File: config.mk
export PLATFORM = sky130hd
export DESIGN_NAME = vending_multi
export DESIGN_NICKNAME = d
export VERILOG_FILES = /design/src/rtl/vending_multi.sv
export SDC_FILE = /design/constraint.sdc
export NUM_CORES = 1
export LEC_CHECK = 0
export ABC_AREA = 1
export CELL_PAD_IN_SITES_DETAIL_PLACEMENT = 0
export CELL_PAD_IN_SITES_GLOBAL_PLACEMENT = 1
export CORE_MARGIN = 3
export CORE_UTILIZATION = 38
export DETAILED_ROUTE_END_ITERATION = 7
export GPL_TIMING_DRIVEN = 0
export PLACE_DENSITY_LB_ADDON = 0.1
export SYNTH_ARGS = -nofsm -noshare
export SYNTH_HDL_FRONTEND = slang
export SYNTH_SLANG_ARGS = --single-unit
File: constraint.sdc
create_clock -name clk -period 12.9 [get_ports clk]
set_input_delay 2.58 -clock clk [delete_from_list [all_inputs] [get_ports clk]]
set_output_delay 2.58 -clock clk [all_outputs]
set_load 0.01 [all_outputs]
File: src/rtl/vending_multi.sv
// Multi-slot vending controller: coin credit, per-slot price/stock, single-cycle
// dispense and greedy one-coin-per-cycle change return.
module vending_multi #(
   parameter int NUM_SLOTS  = 8,
   parameter int IDX_W      = 3,
   parameter int CENT_W     = 10,
   parameter int STOCK_W    = 4,
   parameter int MAX_CREDIT = 995
) (
   input  logic                        clk,
   input  logic                        rst,
   input  logic [NUM_SLOTS*CENT_W-1:0] price_tbl,
   input  logic                        restock,
   input  logic [IDX_W-1:0]            restock_index,
   input  logic [STOCK_W-1:0]          restock_count,
   input  logic [IDX_W-1:0]            index,
   input  logic                        select,
   input  logic                        nickel,
   input  logic                        dime,
   input  logic                        quarter,
   input  logic                        cancel,
   output logic [CENT_W-1:0]           credit,
   output logic                        dispensed,
   output logic [IDX_W-1:0]            dispensedIndex,
   output logic [1:0]                  change,
   output logic                        busy,
   output logic                        sold_out,
   output logic                        short_funds,
   output logic                        coin_reject
);

   typedef enum logic [1:0] {IDLE, CREDIT, DISPENSE, CHANGE} state_t;

   state_t                             state_q;
   logic [CENT_W-1:0]                  credit_q;
   logic                               dispensed_q, busy_q, sold_q, short_q, rej_q;
   logic [IDX_W-1:0]                   didx_q;
   logic [1:0]                         change_q;
   logic [NUM_SLOTS-1:0][STOCK_W-1:0]  stock_q;

   logic [CENT_W:0]   coin_sum, acc_d;
   logic [CENT_W-1:0] credit_acc_d, sel_price_d, rem_d;
   logic [STOCK_W-1:0] sel_stock_d;
   logic              any_coin, ovf, sel_hit, sel_ok, idle_like, cancel_ok, buy;

   function automatic logic [1:0] pick_coin(input logic [CENT_W-1:0] c);
      if (c >= CENT_W'(25)) return 2'b11;
      if (c >= CENT_W'(10)) return 2'b10;
      if (c >= CENT_W'(5))  return 2'b01;
      return 2'b00;
   endfunction

   function automatic logic [CENT_W-1:0] coin_val(input logic [1:0] code);
      case (code)
         2'b11:   return CENT_W'(25);
         2'b10:   return CENT_W'(10);
         2'b01:   return CENT_W'(5);
         default: return '0;
      endcase
   endfunction

   always_comb begin
      coin_sum = '0;
      if (nickel)  coin_sum = coin_sum + (CENT_W+1)'(5);
      if (dime)    coin_sum = coin_sum + (CENT_W+1)'(10);
      if (quarter) coin_sum = coin_sum + (CENT_W+1)'(25);
      any_coin     = nickel | dime | quarter;
      acc_d        = {1'b0, credit_q} + coin_sum;
      ovf          = acc_d > (CENT_W+1)'(MAX_CREDIT);
      credit_acc_d = ovf ? credit_q : acc_d[CENT_W-1:0];
      sel_price_d  = '0;
      sel_stock_d  = '0;
      sel_hit      = 1'b0;
      // Loop lookup keeps out-of-range indices from ever addressing the tables.
      for (int i = 0; i < NUM_SLOTS; i++) begin
         if (index == IDX_W'(i)) begin
            sel_hit     = 1'b1;
            sel_price_d = price_tbl[i*CENT_W +: CENT_W];
            sel_stock_d = stock_q[i];
         end
      end
      idle_like = (state_q == IDLE) || (state_q == CREDIT);
      cancel_ok = cancel && (state_q == CREDIT);
      sel_ok    = sel_hit && (sel_price_d != '0) && (sel_stock_d != '0);
      buy       = idle_like && select && !cancel_ok && sel_ok && (credit_q >= sel_price_d);
      // A sub-nickel remainder (odd price) cannot be refunded and is dropped.
      rem_d     = (change_q == 2'b00) ? '0 : credit_q - coin_val(change_q);
   end

   always_ff @(posedge clk) begin
      if (rst) begin
         stock_q <= '0;
      end else begin
         for (int i = 0; i < NUM_SLOTS; i++) begin
            if (restock && restock_index == IDX_W'(i))
               stock_q[i] <= restock_count;
            else if (buy && index == IDX_W'(i))
               stock_q[i] <= stock_q[i] - STOCK_W'(1);
         end
      end
   end

   always_ff @(posedge clk) begin
      if (rst) begin
         state_q     <= IDLE;
         credit_q    <= '0;
         dispensed_q <= 1'b0;
         didx_q      <= '0;
         change_q    <= 2'b00;
         busy_q      <= 1'b0;
         sold_q      <= 1'b0;
         short_q     <= 1'b0;
         rej_q       <= 1'b0;
      end else begin
         dispensed_q <= 1'b0;
         sold_q      <= 1'b0;
         short_q     <= 1'b0;
         rej_q       <= 1'b0;
         change_q    <= 2'b00;
         busy_q      <= 1'b0;
         case (state_q)
            IDLE, CREDIT: begin
               rej_q <= ovf;
               if (cancel_ok) begin
                  state_q  <= CHANGE;
                  credit_q <= credit_acc_d;
                  change_q <= pick_coin(credit_acc_d);
                  busy_q   <= 1'b1;
               end else if (buy) begin
                  state_q     <= DISPENSE;
                  credit_q    <= credit_acc_d - sel_price_d;
                  dispensed_q <= 1'b1;
                  didx_q      <= index;
                  busy_q      <= 1'b1;
               end else begin
                  sold_q   <= select && !sel_ok;
                  short_q  <= select && sel_ok;
                  credit_q <= credit_acc_d;
                  state_q  <= (credit_acc_d != '0) ? CREDIT : IDLE;
               end
            end
            DISPENSE: begin
               rej_q    <= any_coin;
               state_q  <= (credit_q != '0) ? CHANGE : IDLE;
               change_q <= pick_coin(credit_q);
               busy_q   <= credit_q != '0;
            end
            CHANGE: begin
               rej_q    <= any_coin;
               credit_q <= rem_d;
               if (rem_d == '0) begin
                  state_q <= IDLE;
               end else begin
                  change_q <= pick_coin(rem_d);
                  busy_q   <= 1'b1;
               end
            end
            default: state_q <= IDLE;
         endcase
      end
   end

   assign credit         = credit_q;
   assign dispensed      = dispensed_q;
   assign dispensedIndex = didx_q;
   assign change         = change_q;
   assign busy           = busy_q;
   assign sold_out       = sold_q;
   assign short_funds    = short_q;
   assign coin_reject    = rej_q;

endmodule

==> results.txt, run 1 <==
Outcome: completed
Clk pwr share: 0.134
Worst slew margin: 0.5609
Layout Skew: 0.009114 ns
Initial antenna violation count: 0
Number of enable flip-flop cells after synthesis: 0
Sw frac: 0.5023
Yosys top cell by area: dfxtp_1
Crit path launch type: primary input
Diodes inserted: 0
RSZ-0062 raised after global routing: false
Crit Path Category: in -> reg
LEAKAGE: 0.003396 uW
Sw Pwr: 579.1 uW
Post-DR vias/cell: 5.136
Worst endpoint required time: 13.14 ns
Avg Cell Area, Syn: 5.803 sq um
Synth Flop Type: dfxtp_1
YS warnings: 0
Yosys reg bits: 54
First-pass DRT Iterations: 6
Fin worst setup slack: 5.973 ns
Final Wtd Congestion: 0.8813
Maximum root-to-sink buffer count: 2
Seq/Total Area, Yosys: 0.1895
CTS H-tree lvls: 2
VDD IR-drop max: 90.25 uV
Post-CTS Resized: 0
Vias: 6631
Critical register-to-register path startpoint: credit[1]
Crit path top cell by count: nand2_1
CP max stage delay: 0.57 ns
Die Span Y: 128.5 um
WP data arrival: 7.16 ns
Fillers: 1599
Fraction of registers with async set/reset: 0
Post-Syn Nets: 1121
HP Class: reg -> reg
CTS tree: built
Final setup fails: 0
CP Buf/Inv Count: 8
Max_cap viols: 0
Netlist cell types: 49
Critical path endpoint category: flip-flop
Clock input transition at the sequential cells of the worst setup and hold paths: 0.07 ns
Share of power burned in registers: 0.212
Setup Buffers After CTS: 0
Final WL: 19700 um
Final Net Count: 1244
CTS buffer count: 5
Synth top area share: 0.1895
Antenna Nets Post-Route: 0
Die X: 128.5 um
Initial core utilization: 0.3910
Slew Viols, Final: 0
Vias in the first global route: 5865
Port bufs: 116
Gate power share: 0.653
Placed Cells: 1283
Worst r2r path cells: 25
Die area: 16520 sq um
Area Overhead vs Synth: 27.29%
Core box area: 14590 sq um
R2r setup slk: 8.62 ns
Synthesized cell area: 5704 sq um
P_int: 573.7 uW
# rows: 44
Synth area leaders: dfxtp_1 19%, nand2_1 17%, ha_1 8.3%
Peak Freq: 144.4 MHz
Final worst path period share: 0.5370
Share of cells above drive strength 1: 0.05420
Worst reg2reg endpoint: credit[6]
Hold Buf Count CTS: 0
Fin. Hold Viols: 0
Pwr dens: 158.8 nW/um^2
I/O Pins: 118
Final Instance Count excl. Fillers: 1291
Total track usage: 0.2308
Clk_lat worst skew: 0.30 ns
Worst-Margin Slew: 0.6586 ns
Crit path max-delay family: simple AND/OR/NAND/NOR gates
Worst Path Max Fanout: 10
DRC: 0
Worst setup path start: nickel
Setup WS pre-CTS: 5.676 ns
Starting DRT DRC Count: 443
WHS: 0.5006 ns
Crit path time final: 6.927 ns
Largest net degree at the start of global routing: 17
Setup crit end: credit[6]
Setup tns final: 0 ns
CP Depth: 30
Clk sinks: 54
DP HPWL: 15720 um
First-pass GRT wire length: 30670 um
Total gr overflow: 0
Drt wl/cell: 15.26 um
CP max-delay cell: clkdlybuf4s50_1
Mapped Cells: 983
Clock Tree Root: clkbuf_16
metal layers:
layer / vias to the layer above / GRT usage / share of wire
li1: 3465 / - / -
met1: 2944 / 0.3436 / 0.50
met2: 206 / 0.3524 / 0.41
met3: 16 / 0.04442 / 0.080
met4: 0 / 0.03459 / 0.0088
met5: - / 0 / 0
through the flow:
step	util	instance area, sq um	power, uW
2_1_floorplan	-	5704	754.8
6_report	0.4977	7261	1153
3_5_place_dp	0.4864	7096	988.2
4_1_cts	0.4977	7261	1149
3_3_place_gp	0.4864	7096	990.8
5_1_grt	0.4977	7261	1258
tightest hold or removal path, delay by kind of cell, from the launching register on:
family	cells	cell delay (ns)
AOI/OAI and AO/OA	1	0.06
DFF	1	0.32
and+or+nand+nor	1	0.08
cell type report:
type	count	area, sq um	share of cell area
plain buffers	22	116.4	0.01603
clock buffers	5	125.1	0.01723
clock inverters	3	40.04	0.005514
inverters	143	536.8	0.07393
multi-input cells	764	3970	0.5468
flip-flops and latches	54	1081	0.1489
well taps	184	230.2	0.03171
repair buffers	116	1161	0.1599
power groups by stage:
stage                     registers (uW)  logic [uW]  clock network, uW
after floorplan                      230         524                  0
after global placement               247         744                  0
after detailed placement             247         741                  0
after CTS                            243         747                159
after global routing                 248         846                164
final                                245         753                155
cell usage after synthesis, types with 2 or more instances:
| cell type | count |
|---|---|
| a21oi_2 | 3 |
| o32ai_1 | 2 |
| nor2_1 | 105 |
| or2_2 | 6 |
| xor2_1 | 7 |
| nand3_1 | 91 |
| clkbuf_1 | 12 |
| nand3b_1 | 3 |
| nor3_1 | 9 |
| xnor2_1 | 15 |
| dfxtp_1 | 54 |
| inv_2 | 11 |
| ha_1 | 38 |
| fa_1 | 2 |
| a31oi_1 | 3 |
| clkinv_1 | 7 |
| o21ai_0 | 68 |
| a211oi_1 | 3 |
| nor4_1 | 2 |
| nand4_1 | 19 |
| o21ai_1 | 16 |
| a21oi_1 | 74 |
| inv_1 | 125 |
| a22oi_1 | 2 |
| buf_2 | 6 |
| nor3_2 | 3 |
| buf_6 | 3 |
| o211ai_1 | 2 |
| nand2_1 | 262 |
| nand2_2 | 11 |
cells by family after synthesis:
logic type               Yosys count  synth area share
AND/OR/NAND/NOR                  518            0.3948
AO/OA/AOI/OAI                    183            0.1753
buffers and inverters            165            0.1145
flip-flops                        54            0.1895
adder cells (fa/ha/maj)           40           0.09037
XOR/XNOR                          22           0.03378
multiplexers                       1          0.001755
how the worst min path moves through the flow:
stage	startpoint	to	depth (start not counted)
after floorplan	stock_q[21]	stock_q[21]	2
after detailed placement	stock_q[25]	stock_q[25]	2
after global routing	stock_q[0]	stock_q[0]	2
final	stock_q[1]	stock_q[1]	2
after CTS	stock_q[25]	stock_q[25]	2
after global placement	stock_q[25]	stock_q[25]	2
state kept, by name, indices dropped and copies added (netlist names):
name / cells
sold_out: 1
state_q: 2
busy: 1
credit: 10
coin_reject: 1
short_funds: 1
dispensed: 1
change: 2
stock_q: 32
dispensedIndex: 3
placed cells by master (no fill, tap or decap), drive strengths merged, types with 3 or more instances in the layout:
master / count
a211oi: 3
a21oi: 77
a31oi: 3
buf: 10
clkbuf: 17
clkdlybuf4s50: 116
clkinv: 9
dfxtp: 54
ha: 38
inv: 136
nand2: 273
nand3: 92
nand3b: 4
nand4: 20
nor2: 105
nor3: 13
o21ai: 85
or2: 6
xnor2: 15
xor2: 7
(Power assumes the default switching activity.)
==> run 2, diff against run 1 <==
Settings changed: CORE_UTILIZATION 38 to 32.
Clock period 12.9 ns to 6.1 ns, I/O delays scaled along.
==> run 2 against run 1 <==
  * Flip-flop and latch count stayed put
  * Clock skew is 0.0014 ns higher
  * Cell count is 3.2% higher
  * Combinational power is 110% higher
  * Sequential share of layout area is 0.16 points lower
  * Sequential power is 110% higher
  * Worst setup slack worse by 5.5 ns
  * Clock-buffer cell count stayed put
  * Global-route usage is 1.9 points lower
  * Utilization is 7.5 points lower
  * Power is 120% higher
  * Largest power group unchanged
==> results.txt, run 2 (synthesis results as in run 1) <==
Largest net degree at the start of global routing: 18
M1 WL: 10810 um
# rows: 48
CTS H-tree lvls: 2
Port bufs: 116
Placed Cells: 1324
Clock Tree Root: clkbuf_16
Total gr overflow: 0
Fin worst setup slack: 0.4928 ns
Crit Path Category: in -> reg
First-pass DRT Iterations: 6
Layout Skew: 0.01048 ns
Crit path time final: 5.607 ns
Pwr Total: 2498 uW
Fin. Hold Viols: 0
Die X: 139.5 um
Worst-Margin Slew: 0.7021 ns
Critical path endpoint category: flip-flop
Worst endpoint required time: 6.30 ns
Starting DRT DRC Count: 455
Die Span Y: 139.5 um
Gate power share: 0.642
Worst reg2reg endpoint: credit[9]
Setup WS pre-CTS: 0.2209 ns
Final Wtd Congestion: 0.8647
Worst r2r path cells: 23
Commonest non-fill, non-tap cell in the layout: nand2_1
Clk pwr share: 0.150
LEAKAGE: 0.003406 uW
HP Class: reg -> reg
Final WL: 20830 um
Sw frac: 0.4964
Met3 routed WL: 974 um
P_int: 1258 uW
Final setup fails: 0
Diodes inserted: 0
Setup Buffers After CTS: 0
Post-CTS Resized: 0
Setup crit end: credit[9]
Fillers: 1994
Setup tns final: 0 ns
Sw Pwr: 1240 uW
CTS buffer count: 5
Vias in the first global route: 6105
Initial core utilization: 0.3286
Post-DR vias/cell: 4.913
Outcome: completed
WHS: 0.4843 ns
Vias: 6544
Max_cap viols: 0
Slew Viols, Final: 0
Die area: 19460 sq um
VDD IR-drop max: 152.5 uV
Uppermost routed layer: met4
Number of flip-flops under the largest register name: 32
DP HPWL: 16520 um
Clk_lat worst skew: 0.30 ns
Peak Freq: 178.3 MHz
Worst Path Max Fanout: 10
Clk sinks: 54
Final Instance Count excl. Fillers: 1332
Pwr dens: 340.2 nW/um^2
Area Overhead vs Synth: 28.69%
Crit path launch type: primary input
Hold Buf Count CTS: 0
Critical register-to-register path startpoint: credit[1]
RSZ-0062 raised after global routing: false
Share of cells above drive strength 1: 0.05420
Routed wl met2: 8869 um
CTS tree: built
I/O Pins: 118
Maximum root-to-sink buffer count: 2
Drt wl/cell: 15.64 um
Worst slew margin: 0.5320
WP data arrival: 5.80 ns
Most frequent cells in the layout: 262 x nand2_1, 125 x inv_1, 116 x clkdlybuf4s50_1, 105 x nor2_1, 91 x nand3_1
Clock input transition at the sequential cells of the worst setup and hold paths: 0.08 ns
R2r setup slk: 1.73 ns
Core box area: 17360 sq um
Share of power burned in registers: 0.208
Antenna Nets Post-Route: 0
Reg with most FFs: stock_q
First-pass GRT wire length: 33480 um
DRC: 0
Worst setup path start: dime
Total track usage: 0.2114
Final worst path period share: 0.9192
Final Net Count: 1244
Initial antenna violation count: 0
==> run 2: critical path: stages <==
cell and delay [ns]:
clkdlybuf4s50_1 0.58, inv_1 0.10, ha_1 0.28, nor2_1 0.04, nor2_1 0.14, inv_1 0.08
fa_1 0.43, inv_1 0.09, nand3_1 0.08, nand2_1 0.10, nand2_1 0.08, nand2_1 0.07
nand2_1 0.06, nand2_1 0.09, inv_1 0.06, nand4_2 0.20, nand2_2 0.16, buf_4 0.20
o21ai_0 0.54, ha_1 0.38, inv_1 0.09, o21ai_0 0.12, a21oi_1 0.24, nand3_1 0.11
nand2_1 0.07, nand3_1 0.07, nand2_1 0.06, a21oi_1 0.05
==> run 2: power groups by stage <==
stage / registers, uW / logic, uW / clock network (uW)
after global placement: 528 / 1590 / 0
after detailed placement: 525 / 1580 / 0
final: 519 / 1600 / 375
after CTS: 517 / 1600 / 383
after global routing: 527 / 1840 / 394
after floorplan: 487 / 1110 / 0
==> run 2: metal layers <==
metal / vias to the layer above / track usage
met5: - / 0
met2: 167 / 0.3293
li1: 3467 / -
met4: 0 / 0.03090
met3: 11 / 0.01753
met1: 2899 / 0.3237
==> run 2: cell type report <==
| type | count | area, sq um | area share |
|---|---|---|---|
| Sequential cell | 54 | 1081 | 0.1473 |
| Buffer | 22 | 116.4 | 0.01585 |
| Clock inverter | 3 | 68.82 | 0.009374 |
| Timing Repair Buffer | 116 | 1161 | 0.1582 |
| Multi-Input combinational cell | 764 | 3970 | 0.5408 |
| Inverter | 143 | 536.8 | 0.07312 |
| Clock buffer | 5 | 125.1 | 0.01704 |
| Tap cell | 225 | 281.5 | 0.03835 |
==> run 2: worst min-delay path by stage <==
stage	startpoint	end	slack (ns)	cells after the start
2_1_floorplan	stock_q[21]	stock_q[21]	0.46	2
3_3_place_gp	dispensedIndex[2]	dispensedIndex[2]	0.47	2
3_5_place_dp	dispensedIndex[2]	dispensedIndex[2]	0.47	2
4_1_cts	dispensedIndex[2]	dispensedIndex[2]	0.48	2
5_1_grt	dispensedIndex[2]	dispensedIndex[2]	0.50	2
6_report	dispensedIndex[2]	dispensedIndex[2]	0.48	2
==> run 2: stage by stage <==
stage,utilization,instance area (sq um)
finish,0.4229,7341
global route,0.4229,7341
CTS,0.4229,7341
detailed placement,0.4118,7147
global placement,0.4118,7147
floorplan,-,5704
==> run 3, diff against run 2 <==
Settings changed: PLACE_DENSITY set to 0.89, PLACE_DENSITY_LB_ADDON 0.1 to not set.
==> run 3 against run 2 <==
  * Register-to-register slack better by 0.03 ns
  * Flip-flop and latch count stayed put
  * Power is 3.9% lower
  * Cell count stayed put
  * First-iteration DRC count stayed put
  * Critical path type unchanged
  * Largest cell class unchanged
  * Clock skew is 0.0024 ns lower
  * Utilization is 0.25 points lower
  * Critical path depth is 1 lower
  * Worst setup slack worse by 0.031 ns
  * Non-clock buffer count stayed put
==> results.txt, run 3 (synthesis results as in run 1) <==
Share of power burned in registers: 0.214
Busiest grt layer: met2
Final Instance Count excl. Fillers: 1332
Clk pwr share: 0.123
Sw Pwr: 1215 uW
RSZ-0062 raised after global routing: false
Die X: 139.5 um
CP max stage delay: 0.57 ns
Fin. Hold Viols: 0
Worst slew margin: 0.5214
Worst Path Max Fanout: 10
Die area: 19460 sq um
Crit path launch type: primary input
Critical path endpoint category: flip-flop
Gate power share: 0.663
Final worst path period share: 0.9244
Worst endpoint required time: 6.32 ns
Peak Freq: 177.3 MHz
Pwr Total: 2401 uW
# rows: 48
WHS: 0.4992 ns
Final WL: 19560 um
Total gr overflow: 0
Outcome: completed
Post-CTS Resized: 0
I/O Pins: 118
Setup WS pre-CTS: 0.2531 ns
Clock Tree Root: clkbuf_16
M3 GR Usage: 0.02577
DRC: 0
Crit path top cell by count: nand2_1
Final Net Count: 1244
CP max-delay cell: clkdlybuf4s50_1
Placed Cells: 1324
Diodes inserted: 0
Grt met2 use: 0.3310
GRT met1 Usage: 0.2728
Max_cap viols: 0
Setup Buffers After CTS: 0
First-pass GRT wire length: 31420 um
P_int: 1185 uW
CTS H-tree lvls: 2
HP Class: reg -> reg
Clk sinks: 54
Vias: 6655
Sw frac: 0.5062
Area Overhead vs Synth: 27.94%
Final Wtd Congestion: 0.8828
Worst-Margin Slew: 0.7104 ns
Core box area: 17360 sq um
Pwr dens: 329.0 nW/um^2
Crit Path Category: in -> reg
Number of flip-flops under the largest register name: 32
Layout Skew: 0.008040 ns
Share of cells above drive strength 1: 0.05420
Drt wl/cell: 14.68 um
Final setup fails: 0
CTS tree: built
Setup tns final: 0 ns
DP HPWL: 15550 um
Clk_lat worst skew: 0.29 ns
First-pass DRT Iterations: 5
LEAKAGE: 0.003385 uW
Initial core utilization: 0.3286
Crit path time final: 5.639 ns
Most frequent cells in the layout: 262 x nand2_1, 125 x inv_1, 116 x clkdlybuf4s50_1, 105 x nor2_1, 91 x nand3_1
Port bufs: 116
Die Span Y: 139.5 um
Largest net degree at the start of global routing: 17
WP data arrival: 5.86 ns
VDD IR-drop max: 117.3 uV
Fin worst setup slack: 0.4614 ns
Initial antenna violation count: 0
Post-DR vias/cell: 4.996
Starting DRT DRC Count: 455
Vias in the first global route: 6115
Hold Buf Count CTS: 0
Slew Viols, Final: 0
CTS buffer count: 5
Clock input transition at the sequential cells of the worst setup and hold paths: 0.07 ns
Commonest non-fill, non-tap cell in the layout: nand2_1
Total track usage: 0.1965
Antenna Nets Post-Route: 0
Maximum root-to-sink buffer count: 2
Reg with most FFs: stock_q
[run 3: changes by cell type in the layout (fill, tap and decap cells not counted)]
cell / delta
bufinv_16: -2
clkinv_4: -1
clkinvlp_4: +1
clkbuf_8: +1
clkinv_2: +1
[run 3: power groups by stage]
stage / logic, uW / registers (uW) / clock network (uW)
after floorplan: 1110 / 487 / 0
after global placement: 1560 / 519 / 0
after detailed placement: 1570 / 518 / 0
after CTS: 1580 / 511 / 304
after global routing: 1820 / 524 / 317
final: 1590 / 513 / 296
[run 3: stage by stage]
step / util / area [sq um]
finish: 0.4205 / 7298
global route: 0.4205 / 7298
CTS: 0.4205 / 7298
detailed placement: 0.4118 / 7147
global placement: 0.4118 / 7147
floorplan: - / 5704
[run 3: critical path, delay by kind of cell]
| kind | cells | cell delay [ns] |
|---|---|---|
| adder cells (fa/ha/maj) | 3 | 1.11 |
| AO/OA/AOI/OAI | 4 | 1.06 |
| buffers and inverters | 7 | 1.19 |
| AND/OR/NAND/NOR | 13 | 1.28 |
[run 3: final cells by class]
class	instances	area [sq um]
Clock buffer	6	138.9
Buffer	22	116.4
Sequential cell	54	1081
Timing Repair Buffer	116	1161
Inverter	143	536.8
Clock inverter	2	12.51
Multi-Input combinational cell	764	3970
Fill cell	1930	10060
Tap cell	225	281.5
[run 3: path summary, 6_finish.rpt]
kind | from | to | slack (ns) | cells past startpoint
hold reg to reg | stock_q[25] | stock_q[25] | 0.50 | 2
setup reg to reg | credit[1] | credit[9] | 1.76 | 22
hold / removal | stock_q[25] | stock_q[25] | 0.50 | 2
setup / recovery | nickel | credit[9] | 0.46 | 27
[run 3: per-layer routing]
metal,vias up,wire (um),share of wire
li1,3464,-,-
met1,2999,9155,0.47
met2,174,9163,0.47
met3,18,1006,0.051
met4,0,231,0.012
met5,-,0,0
